$ cat src/rtl/serial_adder_if.sv
// Request/result bundle for serial_adder. The sub select only exists when
// SERIAL_ADDER_SUB_EN is defined.
interface serial_adder_if #(
  parameter int WIDTH = 8
);
  logic             start;
  logic [WIDTH-1:0] a;
  logic [WIDTH-1:0] b;
  logic             cin;
`ifdef SERIAL_ADDER_SUB_EN
  logic             sub;
`endif
  logic             busy;
  logic             done;
  logic [WIDTH-1:0] sum;
  logic             cout;
  logic             overflow;

  // master issues requests and observes results; slave is the adder itself
  modport master (
`ifdef SERIAL_ADDER_SUB_EN
    output sub,
`endif
    output start, a, b, cin,
    input  busy, done, sum, cout, overflow
  );

  modport slave (
`ifdef SERIAL_ADDER_SUB_EN
    input  sub,
`endif
    input  start, a, b, cin,
    output busy, done, sum, cout, overflow
  );
endinterface

$ cat src/rtl/serial_adder.sv
// Bit-serial adder: one full-adder cell and one carry flop, LSB first, WIDTH
// cycles per operation. Define SERIAL_ADDER_SUB_EN to add the subtract mode.
module serial_adder #(
  parameter int WIDTH = 8
) (
  input  logic               clk,
  input  logic               rst,
  serial_adder_if.slave      bus,
  output logic [1:0]         dbg_state
);

  // Handshake: start is only looked at in IDLE; accepting it latches a, b,
  // cin (and sub) in the same edge. busy is high for the WIDTH SHIFT cycles,
  // done pulses for exactly one cycle, and sum/cout/overflow update only on
  // that DONE entry and hold until the next one. start while busy/done is
  // dropped, never queued.

  localparam logic [1:0] IDLE  = 2'd0;
  localparam logic [1:0] SHIFT = 2'd1;
  localparam logic [1:0] DONE  = 2'd2;

  localparam int CW = $clog2(WIDTH);

  logic [1:0]       state;
  logic [WIDTH-1:0] a_sr;
  logic [WIDTH-1:0] b_sr;
  logic [WIDTH-1:0] res_sr;
  logic             carry_q;
  logic [CW-1:0]    cnt;

  logic             s_bit;
  logic             c_next;
  logic             last_bit;
  logic [WIDTH-1:0] b_load;
  logic             c_load;
  logic [WIDTH-1:0] res_next;

  always_comb begin
    s_bit    = a_sr[0] ^ b_sr[0] ^ carry_q;
    c_next   = (a_sr[0] & b_sr[0]) | (a_sr[0] & carry_q) | (b_sr[0] & carry_q);
    last_bit = (cnt == CW'(WIDTH - 1));
    res_next = {s_bit, res_sr[WIDTH-1:1]};
  end

`ifdef SERIAL_ADDER_SUB_EN
  // a - b is computed as a + ~b + 1, so subtraction reuses the same cell
  always_comb begin
    b_load = bus.sub ? ~bus.b : bus.b;
    c_load = bus.sub ? 1'b1   : bus.cin;
  end
`else
  always_comb begin
    b_load = bus.b;
    c_load = bus.cin;
  end
`endif

  always_ff @(posedge clk) begin
    if (rst) begin
      state        <= IDLE;
      a_sr         <= '0;
      b_sr         <= '0;
      res_sr       <= '0;
      carry_q      <= 1'b0;
      cnt          <= '0;
      bus.sum      <= '0;
      bus.cout     <= 1'b0;
      bus.overflow <= 1'b0;
    end else begin
      case (state)
        IDLE: begin
          if (bus.start) begin
            a_sr    <= bus.a;
            b_sr    <= b_load;
            carry_q <= c_load;
            cnt     <= '0;
            state   <= SHIFT;
          end
        end
        SHIFT: begin
          a_sr    <= a_sr >> 1;
          b_sr    <= b_sr >> 1;
          res_sr  <= res_next;
          carry_q <= c_next;
          cnt     <= cnt + CW'(1);
          if (last_bit) begin
            // carry_q here is the carry into the MSB, c_next the carry out
            bus.sum      <= res_next;
            bus.cout     <= c_next;
            bus.overflow <= carry_q ^ c_next;
            state        <= DONE;
          end
        end
        DONE: begin
          state <= IDLE;
        end
        default: begin
          state <= IDLE;
        end
      endcase
    end
  end

  always_comb begin
    bus.busy  = (state == SHIFT);
    bus.done  = (state == DONE);
    dbg_state = state;
  end

endmodule

$ cat src/flat_wrapper.sv
// flat-port wrapper written by rule: the top's interface ports become plain ports
module serial_adder_flat 
#(
  parameter int WIDTH = 8
)
  (clk, rst, dbg_state, bus_start, bus_a, bus_b, bus_cin, bus_busy, bus_done, bus_sum, bus_cout, bus_overflow);
  serial_adder_if #(.WIDTH(WIDTH)) bus_i ();
  input  logic clk;
  input  logic rst;
  output logic [1:0] dbg_state;
  input wire logic [$bits(bus_i.start)-1:0] bus_start;
  input wire logic [$bits(bus_i.a)-1:0] bus_a;
  input wire logic [$bits(bus_i.b)-1:0] bus_b;
  input wire logic [$bits(bus_i.cin)-1:0] bus_cin;
  output wire logic [$bits(bus_i.busy)-1:0] bus_busy;
  output wire logic [$bits(bus_i.done)-1:0] bus_done;
  output wire logic [$bits(bus_i.sum)-1:0] bus_sum;
  output wire logic [$bits(bus_i.cout)-1:0] bus_cout;
  output wire logic [$bits(bus_i.overflow)-1:0] bus_overflow;
  assign bus_i.start = bus_start;
  assign bus_i.a = bus_a;
  assign bus_i.b = bus_b;
  assign bus_i.cin = bus_cin;
  assign bus_busy = bus_i.busy;
  assign bus_done = bus_i.done;
  assign bus_sum = bus_i.sum;
  assign bus_cout = bus_i.cout;
  assign bus_overflow = bus_i.overflow;
  serial_adder #(.WIDTH(WIDTH)) u_core (.clk(clk), .rst(rst), .bus(bus_i), .dbg_state(dbg_state));
endmodule
$ cat config.mk
export PLATFORM = sky130hd
export DESIGN_NAME = serial_adder_flat
export DESIGN_NICKNAME = d
export VERILOG_FILES = /design/src/rtl/serial_adder_if.sv /design/src/rtl/serial_adder.sv /design/src/flat_wrapper.sv
export SDC_FILE = /design/constraint.sdc
export NUM_CORES = 1
export LEC_CHECK = 0
export ABC_AREA = 1
export BUFFER_PORTS_ARGS = -buffer_cell sky130_fd_sc_hd__buf_2
export CORE_MARGIN = 4
export CORE_UTILIZATION = 58
export DETAILED_ROUTE_END_ITERATION = 10
export GPL_TIMING_DRIVEN = 0
export MAX_ROUTING_LAYER = met4
export PLACE_DENSITY = 0.83
export SLEW_MARGIN = 20
export SYNTH_ARGS = -nofsm -noshare
export SYNTH_HDL_FRONTEND = slang
export SYNTH_SLANG_ARGS = --single-unit
$ cat constraint.sdc
create_clock -name clk -period 2 [get_ports clk]
set_clock_uncertainty 0.05 [all_clocks]
set_input_delay 0.3 -clock clk [delete_from_list [all_inputs] [get_ports clk]]
set_output_delay 0.3 -clock clk [all_outputs]
set_load 0.1 [all_outputs]
Word level (Yosys, flattened, before mapping)
Index checks and enable logic that the tools add are counted.

storage, ports and cells
  register bits after elaboration = 40
  bits in latches = 0
  RAM bits = 0
  bits in read-only memories = 0
  bits of input ports = 20
  word-level logic and storage cells = 39
  memories kept = 0

cells by class
  add/subtract/negate cells = 1
  multiply operators = 0
  divide/modulo/power cells = 0
  magnitude comparators = 0
  equal/unequal tests = 5
  shift-type cells = 0
  multiplexer cells = 11
  bitwise logic cells = 8
  reductions and logical operators = 5

operators with widths
  cell                 count
  $pmux 8 s2           2
  $mux 8               2
  $pmux 3 s2           1
  $reduce_and 2->1     3
  $mux 2               2
  $pmux 2 s2           1
  $add 3x1->3 const B  1
  $and 1x1->1          3
  $eq 3x3->1 const B   1
  $mux 3               1
  $xor 1x1->1          3
  $eq 2x1->1 const B   1
  $eq 2x2->1 const B   1
  $logic_not 2->1      1
  $ne 2x1->1 const B   1
  $ne 2x2->1 const B   1
  $or 1x1->1           2
  $pmux 1 s2           1
  $reduce_bool 2->1    1
  $mux 1               1

Depth between registers and ports, before layout
Gate-level depths: netlist (run 1).

  depth after elaboration = 4
  mapped depth = 8
  gate-level depth less buffers = 8

Worst setup path before layout (run 1)
OpenSTA, ideal clock, no wires.

  path type = reg2out
  start point = register u_core.state[1] (netlist: u_core.dbg_state[1])
  end point = output bus_done
  arrival time = 2.677 ns
  path slack = -1.027 ns
  cell stages (with the launch flop) = 4
  path buffers = 1
  path through = dfxtp_1 inv_4 buf_2 nor2_1

on the way
  longest elaborated chain between the ends = 1

ends and longest elaborated chain
  element                   line                 RTL
  start: declaration        serial_adder.sv:24   logic [1:0] state;
  start signal: assignment  serial_adder.sv:60   state <= IDLE;
  start signal: assignment  serial_adder.sv:77   state <= SHIFT;
  start signal: assignment  serial_adder.sv:91   state <= DONE;
  $eq 2x2->1                serial_adder.sv:106  bus.done = (state == DONE);
  end: declaration          flat_wrapper.sv:16   output wire logic [$bits(bus_i.done)-1:0] bus_done;

Every way passes these cells.

Final worst setup path (run 1)
  start point = register u_core.state[0] (netlist: u_core.dbg_state[0])
  end point = output bus_busy

on the way
  longest elaborated chain between the ends = 1

ends and longest elaborated chain
  element           line                 RTL
  $eq 2x1->1        serial_adder.sv:105  bus.busy = (state == SHIFT);
  end: declaration  flat_wrapper.sv:15   output wire logic [$bits(bus_i.busy)-1:0] bus_busy;

Every way passes these cells.

==> results.md, run 1 <==
* Worst path cell trace: buf_6 > nand2_8 > inv_2 > buf_4 > buf_4
* Layout area overhead at 15.5%
* Final period utilization at 93.1%
* Vias in the first global route at 1494
* Max Slew Vio Count at 0
* Most frequent cell after synthesis: nand3_1
* Vias post-DR at 1609
* Startpoint type of the worst setup path: flip-flop
* Total setup buffers inserted after CTS at 0
* Leak at 1.03 nW
* Hold_ws at 0.150 ns
* DR DRC count at 0
* Setup tns final at 0 ns
* #FFs+latches synth at 39
* CP max stage cell: dfxtp_1
* Slew HR at 66.2%
* Worst Hold Class: in2reg
* Ys Warns at 0
* Worst-path fanout max at 10
* Mean post-synth cell area at 7.63 µm²
* Hold_buf cts at 0
* Diode count at 0
* RSZ-0062 raised after global routing: false
* Largest net degree at the start of global routing at 12
* Worst skew pair latency at 0.35 ns
* HP Start: bus_b[7]
* Final cell count without fillers at 325
* CTS H-tree lvls at 2
* Crit. Startpoint: u_core.dbg_state[0]$_SDFFE_PP0P_
* Met2 usage at 33.8%
* Die Ht at 64.2 µm
* Maximum vdd drop at 0.523 mV
* TritonCTS clock tree: yes
* Final instance area at 2110 µm²
* GRT Max-Usage Layer: met2
* Initial core utilization at 60.5%
* Clock Sinks at 39
* Dpl ws at 0.378 ns
* CTS Buf Count at 5
* Global-route wire length before repair at 6440 µm
* Largest cells by area after synthesis: dfxtp_1, nand3_1, inv_1
* Core Region at 3030 µm²
* Min Clock Period, post-route at 1.86 ns
* DR iter-0 viols at 135
* Detail Placement HPWL at 2600 µm
* Die X at 64.2 µm
* Row cnt at 20
* Kind of critical path: reg2out
* Cell area after synthesis at 1830 µm²
* Setup-failing EPs final at 0
* GRT Util Overall at 20.7%
* CTS max path bufs at 2
* Clk pin slew, worst setup/hold paths at 0.10 ns
* Initial DRT Pass Iterations at 4
* M1 GR Usage at 23.4%
* Final worst slack at 0.138 ns
* Hold Fails Final Rpt at 0
* Total die area at 4120 µm²
* CTS resizes at 1
* Post-synth EDFFs at 0
* Most frequent cells after synthesis: nand3_1, dfxtp_1, inv_1, nor2_1, nand2_1
* Distinct cells, synth at 25
* Seq/Total Area, Yosys at 42.7%
* Final Util at 69.8%
* Critical Path RT at 1.65 ns
* Cells after synthesis at 240
* Synthesized Nets at 263
* Status: finished clean
* GRT Residual Overflow at 0
* Worst endpoint data arrival time at 1.51 ns
* Post-synth top flop: dfxtp_1
* Crit-path most repeated cell: buf_4
* Port bufs at 33
* Post-Route WL at 3790 µm
* Least-Margin Pin Slew at 0.508 ns
* Net count, final at 303
* Post-synth top area cell: dfxtp_1
* Post-Place Cells at 317
* ANT nets after route at 0
* Area share of the largest cell type after synthesis at 42.7%
* CTS Root Cell: clkbuf_4
* Initial antenna violation count at 0
* Top Ports at 34
* Reg2Reg Launch Point: u_core.cnt[0]$_SDFFE_PP0P_
* Max-Cap Viols at 0
* Routed WL per cell at 11.7 µm
* Async SR Flop Fraction at 0%
* DP Area at 2060 µm²
* Worst setup EP type: output pin
* RePlAce Congestion at 0.784
* Layout cells sized above 1 at 24.6%
* Vias per Instance at 4.95
* GRT met3 Usage at 5.80%
* Final total power at 1.47 mW
* Fmax achieved at 0.537 GHz
* Power per cell area at 696 nW/µm²
* Crit-path max cell delay at 0.37 ns
## cell type report
cell class	instances	area [µm²]
fill	258	913
buffer	16	134
tap	44	55.1
clock buffer	7	45.0
multi-input combinational	151	793
clock inverter	1	5.00
sequential	39	782
inverter	34	130
timing repair buffer	33	170
## kinds of logic after synthesis
| kind of cell | count (synthesis) | synth area share, % |
|---|---|---|
| adders and majority gates | 3 | 2.46 |
| DFF | 39 | 42.7 |
| xor gates and xnor gates | 1 | 0.479 |
| and+or+nand+nor | 108 | 28.9 |
| AOI/OAI and AO/OA | 39 | 11.1 |
| buffers and inverters | 50 | 14.4 |
## metal layers
metal	part of all wire, %	vias to the layer above
li1	-	854
met1	45	710
met2	47	38
met3	5.6	7
met4	1.9	0
met5	0	-
## cells in the final DEF, fill, tap and decap left out, drive strengths merged, types with 2 or more instances in the layout
| cell type | count |
|---|---|
| a21oi | 22 |
| buf | 46 |
| clkbuf | 10 |
| dfxtp | 39 |
| ha | 2 |
| inv | 34 |
| nand2 | 26 |
| nand3 | 50 |
| nor2 | 31 |
| o21ai | 17 |
## power by group
group	internal (mW)	leakage [nW]	switching, mW	total (mW)
Combinational	0.101	0.680	0.145	0.246
Clock	0.137	0.0293	0.246	0.383
Sequential	0.818	0.320	0.0247	0.842
Total	1.06	1.03	0.416	1.47
## critical path, delay by kind of cell, from the launching register on
family        cells  cell delay (ns)
buf+inv           4             0.72
simple gates      1             0.08
flops             1             0.37
## state kept, by name, summed over array words and instances (netlist names)
| name | count |
|---|---|
| u_core.a_sr | 8 |
| u_core.b_sr | 8 |
| u_core.bus.sum | 8 |
| u_core.res_sr | 7 |
| u_core.cnt | 3 |
| u_core.dbg_state | 2 |
| u_core.bus.cout | 1 |
| u_core.bus.overflow | 1 |
| u_core.carry_q | 1 |
## worst paths after layout
kind                                                        to  slack, ns  depth (start not counted)
worst max-delay path                                  bus_busy       0.14                          5
worst min-delay path               u_core.b_sr[7]$_SDFFE_PP0P_       0.15                          3
worst min register to register      u_core.cnt[1]$_SDFFE_PP0P_       0.43                          2
worst max register to register  u_core.bus.sum[2]$_SDFFE_PP0P_       0.62                          7
No activity file was read; power rests on OpenSTA's default activity.
==> run 2, diff against run 1 <==
--- a/config.mk
+++ b/config.mk
@@ -5,10 +5,10 @@
 export SDC_FILE = /design/constraint.sdc
 export NUM_CORES = 1
 export LEC_CHECK = 0
-export ABC_AREA = 1
+export ABC_AREA = 0
 export BUFFER_PORTS_ARGS = -buffer_cell sky130_fd_sc_hd__buf_2
 export CORE_MARGIN = 4
-export CORE_UTILIZATION = 58
+export CORE_UTILIZATION = 57
 export DETAILED_ROUTE_END_ITERATION = 10
 export GPL_TIMING_DRIVEN = 0
 export MAX_ROUTING_LAYER = met4
==> results.md, run 2 <==
* Largest net degree at the start of global routing at 12 (unchanged)
* Global-route wire length before repair at 5570 µm (was 6440 µm)
* RePlAce Congestion at 0.811 (was 0.784)
* Core Region at 2570 µm² (was 3030 µm²)
* Hold Fails Final Rpt at 0 (unchanged)
* Mean post-synth cell area at 9.19 µm² (was 7.63 µm²)
* CTS H-tree lvls at 2 (unchanged)
* WHS Endpoint: u_core.b_sr[7]$_SDFFE_PP0P_ (unchanged)
* Critical Path RT at 1.65 ns (about the same)
* GRT Residual Overflow at 0 (unchanged)
* #FFs+latches synth at 39 (unchanged)
* Worst-path fanout max at 10 (unchanged)
* Port bufs at 32 (was 33)
* Setup-failing EPs final at 0 (unchanged)
* Setup tns final at 0 ns (unchanged)
* Diode count at 0 (unchanged)
* Die X at 60.7 µm (was 64.2 µm)
* Cells after synthesis at 172 (was 240)
* Top Ports at 34 (unchanged)
* GRT Util Overall at 20.7% (about the same)
* Compound-Gate Fraction of Synth Area at 16.1% (was 11.1%)
* Max-Cap Viols at 0 (unchanged)
* Worst endpoint data arrival time at 1.56 ns (was 1.51 ns)
* Largest registers: u_core.a_sr x8, u_core.b_sr x8, u_core.bus.sum x8 (unchanged)
* Clk pin slew, worst setup/hold paths at 0.11 ns (was 0.10 ns)
* ANT nets after route at 0 (unchanged)
* Net count, final at 234 (was 303)
* Min Clock Period, post-route at 1.91 ns (was 1.86 ns)
* Total die area at 3680 µm² (was 4120 µm²)
* Worst setup EP type: output pin (unchanged)
* Final worst slack at 0.0867 ns (was 0.138 ns)
* Vias per Instance at 5.48 (was 4.95)
* Distinct cells, synth at 24 (was 25)
* Row cnt at 18 (was 20)
* Hold_buf cts at 0 (unchanged)
* Reg2Reg Launch Point: u_core.cnt[0]$_SDFFE_PP0P_ (unchanged)
* RSZ-0062 raised after global routing: false (unchanged)
* # fillers at 204 (was 258)
* Post-synth top flop: dfxtp_1 (unchanged)
* Status: finished clean (unchanged)
* Post-synth top area cell: dfxtp_1 (unchanged)
* Post-Route WL at 3270 µm (was 3790 µm)
* Synthesized Nets at 195 (was 263)
* CTS Root Cell: clkbuf_4 (unchanged)
* Initial DRT Pass Iterations at 5 (was 4)
* Most common cell after layout, fill and taps aside: dfxtp_1 (was nand3_1)
* Vias in the first global route at 1310 (was 1494)
* Async SR Flop Fraction at 0% (unchanged)
* Initial core utilization at 61.6% (was 60.5%)
* Least-Margin Pin Slew at 0.488 ns (was 0.508 ns)
* DR iter-0 viols at 58 (was 135)
* Ys Warns at 0 (unchanged)
* Fmax achieved at 0.523 GHz (was 0.537 GHz)
* Reg-to-reg endpoint: u_core.bus.sum[6]$_SDFFE_PP0P_ (was u_core.bus.sum[2]$_SDFFE_PP0P_)
* Reg2reg setup slack at 0.51 ns (was 0.62 ns)
* Final period utilization at 95.7% (was 93.1%)
* DR DRC count at 0 (unchanged)
* XOR/XNOR Fraction of Synth Area at 0.554% (was 0.478%)
* Leak at 0.789 nW (was 1.03 nW)
* Dpl ws at 0.347 ns (was 0.378 ns)
* Kind of critical path: reg2out (unchanged)
* CTS Buf Count at 5 (unchanged)
* Main combinational cell family by area after synthesis: simple AND/OR/NAND/NOR gates (unchanged)
* Cell area after synthesis at 1580 µm² (was 1830 µm²)
* Hold_ws at 0.146 ns (was 0.150 ns)
* Worst skew pair latency at 0.34 ns (was 0.35 ns)
* Mux contribution to synthesized area at 8.86% (was 0%)
* CTS max path bufs at 2 (unchanged)
* Post-synthesis adder-cell area fraction at 2.85% (was 2.46%)
* Most frequent cells in the layout: dfxtp_1, buf_2, nand2_1 (was nand3_1, dfxtp_1, buf_2)
* Routed WL per cell at 13.5 µm (was 11.7 µm)
* Startpoint type of the worst setup path: flip-flop (unchanged)
* Power per cell area at 794 nW/µm² (was 696 nW/µm²)
* Die Ht at 60.7 µm (was 64.2 µm)
* Most frequent cells after synthesis: dfxtp_1, nand2_1, nor2_1, a211oi_1, a21oi_1 (was nand3_1, dfxtp_1, inv_1, nor2_1, nand2_1)
* TritonCTS clock tree: yes (unchanged)
* Vias post-DR at 1325 (was 1609)
* Worst Hold Class: in2reg (unchanged)
* Largest cells by area after synthesis: dfxtp_1, mux2i_1, a211oi_1 (was dfxtp_1, nand3_1, inv_1)
* Seq/Total Area, Yosys at 49.4% (was 42.7%)
* Detail Placement HPWL at 2400 µm (was 2600 µm)
* Layout cells sized above 1 at 25.0% (was 24.6%)
* Clock Sinks at 39 (unchanged)
* HP Start: bus_b[7] (unchanged)
* Layout area overhead at 17.6% (was 15.5%)
* Hold Path Depth at 3 (unchanged)
* Reg2reg path depth at 6 (was 7)
* Initial antenna violation count at 0 (unchanged)
* Max Slew Vio Count at 0 (unchanged)
* Area share of the largest cell type after synthesis at 49.4% (was 42.7%)
* Slew HR at 67.4% (was 66.2%)
* Post-synth EDFFs at 0 (unchanged)
* Maximum vdd drop at 0.580 mV (was 0.523 mV)
* Post-Synth Simple-Gate Area at 16.8% (was 28.9%)
* Most frequent cell after synthesis: dfxtp_1 (was nand3_1)
-- run 2: cell types whose count changed after synthesis, sizes merged, moves of 4 or more --
cell,change
a211oi,+17
a21oi,-6
a22oi,+4
buf,-5
inv,-33
mux2i,+14
nand2,+6
nand3,-50
nor2,-9
o21ai,-17
-- run 2: per-layer routing --
layer | part of all wire (%) | track usage, % | up-vias | routed length (µm)
met5 | 0 | - | - | 0
met4 | 2.4 | 8.98 | 0 | 79
met3 | 6.5 | 6.17 | 11 | 212
met2 | 47 | 32.5 | 39 | 1550
met1 | 44 | 24.5 | 604 | 1430
li1 | - | - | 671 | -
-- run 2: worst max path at each step --
stage	cells past startpoint	start	endpoint	slack (ns)
6_report	4	u_core.dbg_state[0]$_SDFFE_PP0P_	bus_done	0.09
5_1_grt	6	u_core.dbg_state[0]$_SDFFE_PP0P_	bus_busy	0.02
4_1_cts	4	u_core.dbg_state[0]$_SDFFE_PP0P_	bus_done	0.07
3_5_place_dp	6	u_core.dbg_state[0]$_SDFFE_PP0P_	bus_busy	0.35
3_3_place_gp	6	u_core.dbg_state[0]$_SDFFE_PP0P_	bus_busy	0.38
2_1_floorplan	3	u_core.dbg_state[0]$_SDFFE_PP0P_	bus_done	0.27
-- run 2: metrics by stage --
| step | util [%] | std cells | power [mW] | area [µm²] |
|---|---|---|---|---|
| 5_1_grt | 72.5 | 242 | 1.54 | 1860 |
| 3_3_place_gp | 69.7 | 234 | 1.03 | 1790 |
| 4_1_cts | 72.5 | 242 | 1.49 | 1860 |
| 2_1_floorplan | - | 172 | 0.991 | 1590 |
| 6_report | 72.5 | 242 | 1.48 | 1860 |
| 3_5_place_dp | 69.7 | 234 | 1.04 | 1790 |
-- run 2: critical path, stage by stage (launching register included) --
cell and delay, ns:
dfxtp_2 0.34, buf_2 0.14, buf_4 0.20, nor2b_4 0.11, buf_2 0.42
-- run 2: kinds of logic after synthesis --
logic type | Yosys count
and+or+nand+nor | 62
AOI/OAI and AO/OA | 39
DFF | 39
buffers and inverters | 14
muxes | 14
adders and majority gates | 3
xor gates and xnor gates | 1
-- run 2: where the power goes --
| group | switching, mW | internal, mW |
|---|---|---|
| logic | 0.112 | 0.0805 |
| registers | 0.0221 | 0.813 |
| clock network | 0.243 | 0.207 |
| total | 0.377 | 1.10 |
-- run 2: timing repair --
item	in CTS	in global routing
setup buffers	0	0
gates resized for setup	1	0
setup endpoints to repair	1	0
-- run 2: layout make-up --
type	instances	area, µm²	area share [%]
buffer	13	82.6	4.44
clock buffer	8	68.8	3.70
inverter	1	3.75	0.202
multi-input combinational	119	722	38.8
sequential	39	783	42.1
tap	30	37.5	2.02
timing repair buffer	32	163	8.74
==> run 3, diff against run 2 <==
--- a/config.mk
+++ b/config.mk
@@ -6,12 +6,10 @@
 export NUM_CORES = 1
 export LEC_CHECK = 0
 export ABC_AREA = 0
-export BUFFER_PORTS_ARGS = -buffer_cell sky130_fd_sc_hd__buf_2
-export CORE_MARGIN = 4
+export BUFFER_PORTS_ARGS = -buffer_cell sky130_fd_sc_hd__clkbuf_2
 export CORE_UTILIZATION = 57
 export DETAILED_ROUTE_END_ITERATION = 10
 export GPL_TIMING_DRIVEN = 0
-export MAX_ROUTING_LAYER = met4
 export PLACE_DENSITY = 0.83
 export SLEW_MARGIN = 20
 export SYNTH_ARGS = -nofsm -noshare
==> results.md, run 3 (same netlist as run 2, synthesis figures left out) <==
* Post-Route WL at 3060 µm (was 3270 µm)
* Hold Path Depth at 3 (unchanged)
* Worst setup EP type: output pin (unchanged)
* Maximum vdd drop at 0.665 mV (was 0.580 mV)
* Vias per Instance at 5.41 (was 5.48)
* ANT nets after route at 0 (unchanged)
* Worst-path fanout max at 10 (unchanged)
* Global-route wire length before repair at 4750 µm (was 5570 µm)
* Clock Sinks at 39 (unchanged)
* CTS Buf Count at 5 (unchanged)
* Total setup buffers inserted after CTS at 0 (unchanged)
* Initial antenna violation count at 0 (unchanged)
* Leak at 0.791 nW (was 0.789 nW)
* Vias post-DR at 1310 (was 1325)
* Clk pwr share at 34.9% (was 30.4%)
* DR DRC count at 0 (unchanged)
* Flop pwr share at 52.9% (was 56.5%)
* Max Slew Vio Count at 0 (unchanged)
* Detail Placement HPWL at 2250 µm (was 2400 µm)
* Row cnt at 18 (unchanged)
* CTS max path bufs at 2 (unchanged)
* Reg2reg path depth at 6 (unchanged)
* Layout area overhead at 18.7% (was 17.6%)
* Largest net degree at the start of global routing at 13 (was 12)
* TritonCTS clock tree: yes (unchanged)
* Fmax achieved at 0.517 GHz (was 0.523 GHz)
* Switching power at 386 µW (was 377 µW)
* RePlAce Congestion at 0.748 (was 0.811)
* DR iter-0 viols at 35 (was 58)
* Vias in the first global route at 1142 (was 1310)
* Kind of critical path: reg2out (unchanged)
* Worst endpoint data arrival time at 1.58 ns (was 1.56 ns)
* Worst skew pair latency at 0.35 ns (was 0.34 ns)
* Reg2reg setup slack at 0.54 ns (was 0.51 ns)
* Worst Hold Class: in2reg (unchanged)
* Gate power share at 12.1% (was 13.0%)
* Final Util at 73.8% (was 72.5%)
* Top Ports at 34 (unchanged)
* Setup-failing EPs final at 0 (unchanged)
* Core Region at 2540 µm² (was 2570 µm²)
* Setup tns final at 0 ns (unchanged)
* Most common cell after layout, fill and taps aside: dfxtp_1 (unchanged)
* Switching fraction of total power at 24.5% (was 25.5%)
* Final period utilization at 96.7% (was 95.7%)
* Initial core utilization at 62.1% (was 61.6%)
* GRT Residual Overflow at 0 (unchanged)
* Clk pin slew, worst setup/hold paths at 0.11 ns (about the same)
* Initial DRT Pass Iterations at 4 (was 5)
* Largest registers: u_core.a_sr x8, u_core.b_sr x8, u_core.bus.sum x8 (unchanged)
* CTS Root Cell: clkbuf_4 (unchanged)
* Power per cell area at 839 nW/µm² (was 794 nW/µm²)
* Hold_buf cts at 0 (unchanged)
* Max-Cap Viols at 0 (unchanged)
* Most frequent cells in the layout: dfxtp_1, nand2_1, clkbuf_2 (was dfxtp_1, buf_2, nand2_1)
* Die Ht at 54.7 µm (was 60.7 µm)
* Total die area at 2990 µm² (was 3680 µm²)
* Routed WL per cell at 12.6 µm (was 13.5 µm)
* Startpoint type of the worst setup path: flip-flop (unchanged)
* Net count, final at 234 (unchanged)
* Die X at 54.7 µm (was 60.7 µm)
* Hold Fails Final Rpt at 0 (unchanged)
* Layout cells sized above 1 at 25.5% (was 25.0%)
* CTS H-tree lvls at 2 (unchanged)
* Critical Path RT at 1.65 ns (about the same)
* Least-Margin Pin Slew at 0.551 ns (was 0.488 ns)
* HP Start: bus_b[7] (unchanged)
* Slew HR at 63.5% (was 67.4%)
* Diode count at 0 (unchanged)
* Min Clock Period, post-route at 1.93 ns (was 1.91 ns)
* Reg-to-reg endpoint: u_core.bus.sum[7]$_SDFFE_PP0P_ (was u_core.bus.sum[6]$_SDFFE_PP0P_)
* GRT Util Overall at 23.1% (was 20.7%)
* Port bufs at 32 (unchanged)
* Reg2Reg Launch Point: u_core.cnt[0]$_SDFFE_PP0P_ (unchanged)
* Final total power at 1.57 mW (was 1.48 mW)
* Status: finished clean (unchanged)
* Pint at 1.19 mW (was 1.10 mW)
* RSZ-0062 raised after global routing: false (unchanged)
* WHS Endpoint: u_core.b_sr[7]$_SDFFE_PP0P_ (unchanged)
## run 3: changes by cell type in the layout (fill, tap and decap cells not counted)
cell,change
clkbuf_8,-1
buf_2,-31
clkinv_2,+1
clkbuf_2,+31
clkbuf_1,-1
bufinv_16,+1
## run 3: timing repair
item / 4_1_cts / 5_1_grt
gates resized for setup: 1 / 1
setup endpoints to repair: 1 / 1
pin swaps: 0 / 0
## run 3: worst max path at each step
| stage | startpoint | end | slack [ns] | cells after the start |
|---|---|---|---|---|
| after global routing | u_core.dbg_state[0]$_SDFFE_PP0P_ | bus_done | 0.005 | 4 |
| after CTS | u_core.dbg_state[0]$_SDFFE_PP0P_ | bus_done | 0.05 | 4 |
| after detailed placement | u_core.dbg_state[0]$_SDFFE_PP0P_ | bus_busy | 0.33 | 6 |
| final | u_core.dbg_state[0]$_SDFFE_PP0P_ | bus_done | 0.07 | 4 |
| after global placement | u_core.dbg_state[0]$_SDFFE_PP0P_ | bus_busy | 0.35 | 6 |
| after floorplan | u_core.dbg_state[0]$_SDFFE_PP0P_ | bus_done | 0.27 | 3 |
## run 3: critical path, stage by stage (launching register included)
cell	delay, ns
dfxtp_2	0.33
buf_2	0.14
buf_4	0.20
nor2b_4	0.11
clkbuf_2	0.45
## run 3: layout make-up
type                       instances  area (µm²)
buffer                            13        82.6
timing repair buffer              32         163
fill                             200         667
clock inverter                     2        35.0
multi-input combinational        119         722
tap                               30        37.5
clock buffer                       6        51.3
inverter                           1        3.75
sequential                        39         783
## run 3: power groups by stage
stage	Combinational, mW	Clock (mW)	Sequential (mW)
floorplan	0.134	0	0.857
global placement	0.183	0	0.850
detailed placement	0.190	0	0.852
CTS	0.192	0.561	0.834
global route	0.210	0.592	0.839
finish	0.191	0.550	0.834
## run 3: per-layer routing
metal	global-route usage (%)	vias to the layer above	routed length, µm
met1	27.6	593	1360
li1	-	672	-
met3	6.67	9	156
met5	0	-	0
met2	35.7	36	1460
met4	14.5	0	78
## run 3: stage by stage
stage          worst slack, ns  hold slack (ns)  instance area, µm²  std cells
2_1_floorplan            0.270            0.382                1590        172
3_3_place_gp             0.353            0.392                1790        234
3_5_place_dp             0.328            0.394                1790        234
4_1_cts                 0.0490            0.138                1880        242
5_1_grt                0.00530            0.135                1880        242
6_report                0.0660            0.144                1880        242
